[config.mk]
export PLATFORM = sky130hd
export DESIGN_NAME = uart_transmitter
export DESIGN_NICKNAME = d
export VERILOG_FILES = /design/src/rtl/uart_transmitter.sv
export SDC_FILE = /design/constraint.sdc
export NUM_CORES = 1
export LEC_CHECK = 0
export ABC_AREA = 1
export BUFFER_PORTS_ARGS = -buffer_cell sky130_fd_sc_hd__buf_2
export CORE_MARGIN = 2
export CORE_UTILIZATION = 50
export CTS_BUF_LIST = sky130_fd_sc_hd__clkbuf_8 sky130_fd_sc_hd__clkbuf_16
export CTS_CLUSTER_DIAMETER = 40
export DETAILED_ROUTE_END_ITERATION = 10
export PLACE_DENSITY_LB_ADDON = 0.08
export SKIP_CTS_REPAIR_TIMING = 1
export SLEW_MARGIN = 20
export SYNTH_ARGS = -nofsm -noshare
export SYNTH_HDL_FRONTEND = slang
export SYNTH_SLANG_ARGS = --single-unit
[constraint.sdc]
create_clock -name clk -period 1.42 [get_ports clk]
set_input_delay 0.071 -clock clk [delete_from_list [all_inputs] [get_ports clk]]
set_output_delay 0.071 -clock clk [all_outputs]
set_load 0.01 [all_outputs]
[src/rtl/uart_transmitter.sv]
// 8N1 UART transmitter driven by a valid/ready byte handshake, bit timing from a 16x tick divider.
// Define UART_TX_PARITY_EN to insert an even-parity bit between the data bits and the stop bit.
module uart_transmitter #(
  parameter int CLKS_PER_TICK = 4,
  parameter int OVERSAMPLE    = 16
) (
  input  logic       clk,
  input  logic       rst_n,
  input  logic       ena,
  input  logic [7:0] data_in,
  input  logic       valid_in,
  output logic       ready_out,
  output logic       tx,
  output logic       busy
);

  localparam int TW = (CLKS_PER_TICK > 1) ? $clog2(CLKS_PER_TICK) : 1;

`ifdef UART_TX_PARITY_EN
  typedef enum logic [2:0] {IDLE, START, DATA, PARITY, STOP} state_e;
`else
  typedef enum logic [1:0] {IDLE, START, DATA, STOP} state_e;
`endif

  state_e          state_q, state_d;
  logic            tx_q, tx_d;
  logic            busy_q, busy_d;
  logic [TW-1:0]   tick_cnt_q, tick_cnt_d;
  logic [3:0]      os_cnt_q, os_cnt_d;
  logic [2:0]      bit_idx_q, bit_idx_d;
  logic [7:0]      shift_q, shift_d;
`ifdef UART_TX_PARITY_EN
  logic            par_q, par_d;
`endif

  logic tick_wrap, bit_end, accept;

  assign ready_out = (state_q == IDLE) && ena;
  assign accept    = valid_in && ready_out;
  assign tick_wrap = (tick_cnt_q == TW'(CLKS_PER_TICK - 1));
  assign bit_end   = tick_wrap && (os_cnt_q == 4'(OVERSAMPLE - 1));
  assign tx        = tx_q;
  assign busy      = busy_q;

  always_comb begin
    state_d    = state_q;
    tx_d       = tx_q;
    busy_d     = busy_q;
    tick_cnt_d = tick_cnt_q;
    os_cnt_d   = os_cnt_q;
    bit_idx_d  = bit_idx_q;
    shift_d    = shift_q;
`ifdef UART_TX_PARITY_EN
    par_d      = par_q;
`endif
    // Divider free-runs for the whole frame; ena only gates acceptance.
    if (state_q != IDLE) begin
      tick_cnt_d = tick_wrap ? '0 : tick_cnt_q + TW'(1);
      if (tick_wrap) os_cnt_d = os_cnt_q + 4'd1;
    end
    case (state_q)
      IDLE: if (accept) begin
        state_d    = START;
        tx_d       = 1'b0;
        busy_d     = 1'b1;
        shift_d    = data_in;
        tick_cnt_d = '0;
        os_cnt_d   = '0;
        bit_idx_d  = '0;
`ifdef UART_TX_PARITY_EN
        par_d      = ^data_in;
`endif
      end
      START: if (bit_end) begin
        state_d   = DATA;
        tx_d      = shift_q[0];
        bit_idx_d = '0;
      end
      DATA: if (bit_end) begin
        if (bit_idx_q == 3'd7) begin
`ifdef UART_TX_PARITY_EN
          state_d = PARITY;
          tx_d    = par_q;
`else
          state_d = STOP;
          tx_d    = 1'b1;
`endif
        end else begin
          shift_d   = {1'b0, shift_q[7:1]};
          bit_idx_d = bit_idx_q + 3'd1;
          tx_d      = shift_q[1];
        end
      end
`ifdef UART_TX_PARITY_EN
      PARITY: if (bit_end) begin
        state_d = STOP;
        tx_d    = 1'b1;
      end
`endif
      STOP: if (bit_end) begin
        state_d = IDLE;
        busy_d  = 1'b0;
      end
      default: begin
        state_d = IDLE;
        tx_d    = 1'b1;
        busy_d  = 1'b0;
      end
    endcase
  end

  always_ff @(posedge clk or negedge rst_n) begin
    if (!rst_n) begin
      state_q    <= IDLE;
      tx_q       <= 1'b1;
      busy_q     <= 1'b0;
      tick_cnt_q <= '0;
      os_cnt_q   <= '0;
      bit_idx_q  <= '0;
      shift_q    <= '0;
`ifdef UART_TX_PARITY_EN
      par_q      <= 1'b0;
`endif
    end else begin
      state_q    <= state_d;
      tx_q       <= tx_d;
      busy_q     <= busy_d;
      tick_cnt_q <= tick_cnt_d;
      os_cnt_q   <= os_cnt_d;
      bit_idx_q  <= bit_idx_d;
      shift_q    <= shift_d;
`ifdef UART_TX_PARITY_EN
      par_q      <= par_d;
`endif
    end
  end

endmodule

==> reports/qor.csv <==
stage,metric,value,unit
sta,hold_violations,0,
synthesis,yosysWarnings,0,
drt,viasPerCell,5.19,
synthesis,syn_nets,157,
floorplanning,pin_count,15,
worst_setup_path,endpoint_kind,flip-flop,
drt,detail-route-antenna-nets,0,
finish,fin_util,0.708,
sta,fin_setup_tns,0,ns
finish,drive_above_1_share,0.483,
floorplanning,dieArea,2910,um2
drt,wl_per_cell,13.9,um
cts,cts.sinks,21,
synthesis,synth_compound_area_frac,0.127,
placement,io_buffers,14,
placement,dpl_cell_area,1480,um2
sta,timing.final.crit_share,0.994,
cts,clock_path_buffers,2,
pwr,power.total,3.83,mW
cts,clock_latency,0.27,ns
floorplanning,rows,18,
cts,cts_buffers,3,
placement,dpl.hpwl,1890,um
finish,layout.nets,197,
floorplanning,die_y,54.0,um
worst_setup_path,start_kind,flip-flop,
finish,area_growth,36.8,%
finish,mostFrequentLayoutCell,nand2_1,
sta,setup_ws,0.00865,ns
global_routing,grt_usage,0.212,
worst_setup_path,path_class,flip-flop to flip-flop,
sta,period_minus_slack,1.41,ns
sta,finalClockSkew,0.00916,ns
synthesis,synth_top_family_by_area,simple AND/OR/NAND/NOR gates,
worst_setup_path,crit_fanout,8,
global_routing,grt_max_degree,22,
placement,place_ws,-0.133,ns
cts,cts_tree,done,
floorplanning,die_w,54.0,um
worst_setup_path,slowest_stage,dfrtp_1,
sta,slew_headroom,0.674,
worst_setup_path,required,1.58,ns
drt,first_pass_iters,4,
sta,rsz0062_at_grt,yes,
sta,max_freq,709,MHz
placement,gp_congestion,0.819,
synthesis,ys_types,28,
drt,wirelength,2840,um
synthesis,synth_xor_area_frac,0,
drt,drtIter0Drc,12,
synthesis,synth-adder-area-share,0.100,
outcome,status,"finished, final reports clean",
global_routing,antenna_found_initial,0,
drt,vias,1059,
job,maxCapViolCount,0,
worst_setup_path,path_cells,ha_4 -> buf_4 -> nand2_4 -> o21a_4 -> nand3_4 -> nand2_1 -> o21ai_2,
synthesis,synthMuxAreaShare,0.0481,
worst_setup_path,worstPathArrival,1.57,ns
worst_setup_path,critPathMaxStageDelay,0.44,ns
global_routing,grt_pass1_vias,1035,
finish,layout_common_cells,"31 x nand2_1, 20 x dfrtp_1, 19 x buf_4",
synthesis,syn_area,1250,um2
finish,final_area,1710,um2
synthesis,syn_area_per_cell,9.24,um2
min_path,hold_class,primary input to flip-flop,
drt,drc_errors,0,
floorplanning,start_util,0.518,
pwr,p_leak,0.854,nW
sta,worstMarginPinSlew,0.489,ns
finish,diodes,0,
synthesis,synth-seq-area-share,0.422,
sta,setup_viol,0,
synthesis,synth_cells,135,
cts,cts_root_buf,clkbuf_8,
cts,clk_pin_slew,0.08,ns
pwr,ir_drop,1.33,mV
global_routing,grt_pass1_wl,4330,um
global_routing,grt-ovfl-total,0,
floorplanning,core_area,2410,um2
pwr,power_density,2240,nW/um2
synthesis,synth-simple-area-share,0.245,
sta,drv_slew,0,
cts,cts_max_level,1,
synthesis,ys_ff_latch,21,
==> Yosys cell counts <==
cell type,instances,area (um2)
o31ai_1,1,7.51
nand4_1,5,31.3
a31oi_1,1,6.26
dfstp_2,1,26.3
ha_1,10,125
a22oi_1,1,7.51
nor2_1,7,26.3
buf_4,1,7.51
o21ai_0,2,10.0
nand2_2,5,31.3
a21boi_0,1,7.51
dfrtp_1,20,500
nor3_1,1,5.00
nand2_1,34,128
o21ai_1,2,10.0
mux2i_1,6,60.1
buf_6,2,22.5
and3_1,1,6.26
o21a_1,1,7.51
nand3_1,5,25.0
nand3_4,2,35.0
inv_2,4,15.0
a21oi_2,1,8.76
nor2_2,1,6.26
nor2_4,1,11.3
inv_1,7,26.3
o21ai_2,9,78.8
a21oi_1,3,15.0
==> power by group <==
group	internal (mW)	leakage [nW]	switching [mW]
combinational	1.12	0.567	1.29
clock	0.196	0.0255	0.217
sequential	0.841	0.261	0.164
total	2.16	0.854	1.67
==> worst paths after layout <==
path                                  from           to  slack [ns]  depth (start not counted)
worst max-delay path            state_q[1]   shift_q[6]       0.009                          7
worst min-delay path            data_in[7]   shift_q[7]        0.06                          3
worst max register to register  state_q[1]   shift_q[6]       0.009                          7
worst min register to register          tx           tx        0.47                          2
max in group asynchronous            rst_n           tx        0.78                          2
min in group asynchronous            rst_n  os_cnt_q[1]        0.28                          2
==> final cells by class <==
type	count	area (um2)
multi-input combinational	101	792
clock buffer	3	41.3
timing repair buffer	37	263
sequential	21	527
inverter	11	41.3
clock inverter	1	5.00
tap	30	37.5
fill	193	703
==> flip-flops by register name, indices dropped and copies added, names as in the netlist <==
signal / count
bit_idx_q: 3
busy: 1
os_cnt_q: 4
shift_q: 8
state_q: 2
tick_cnt_q: 2
tx: 1
==> worst max-delay path: cells and delay by family (launching register included) <==
family,cells,cell delay (ns)
AOI/OAI and AO/OA,2,0.20
and+or+nand+nor,3,0.30
buffers and inverters,1,0.14
DFF,1,0.44
adders and majority gates,1,0.21
==> per-stage QoR <==
step	hold WS [ns]	instances
CTS	-0.236	198
global placement	0.0550	194
floorplan	-0.225	135
detailed placement	0.0578	194
global route	0.0840	204
finish	0.0597	204
==> kinds of logic (layout without fill, tap and decap cells) <==
kind of cell | count (synthesis) | in the layout
buf+inv | 14 | 52
flops | 21 | 21
compound gates | 22 | 22
fa+ha+maj | 10 | 10
mux | 6 | 6
simple gates | 62 | 63
==> layer usage <==
metal / vias up / share of wire / wire length, um / global-route usage
met2: 19 / 0.49 / 1400 / 0.352
met4: 0 / 0.017 / 48 / 0.111
met1: 507 / 0.46 / 1300 / 0.265
met3: 5 / 0.031 / 87 / 0.0333
met5: - / 0 / 0 / 0
li1: 528 / - / - / -
Note: power is estimated with default switching activity, not from simulation.
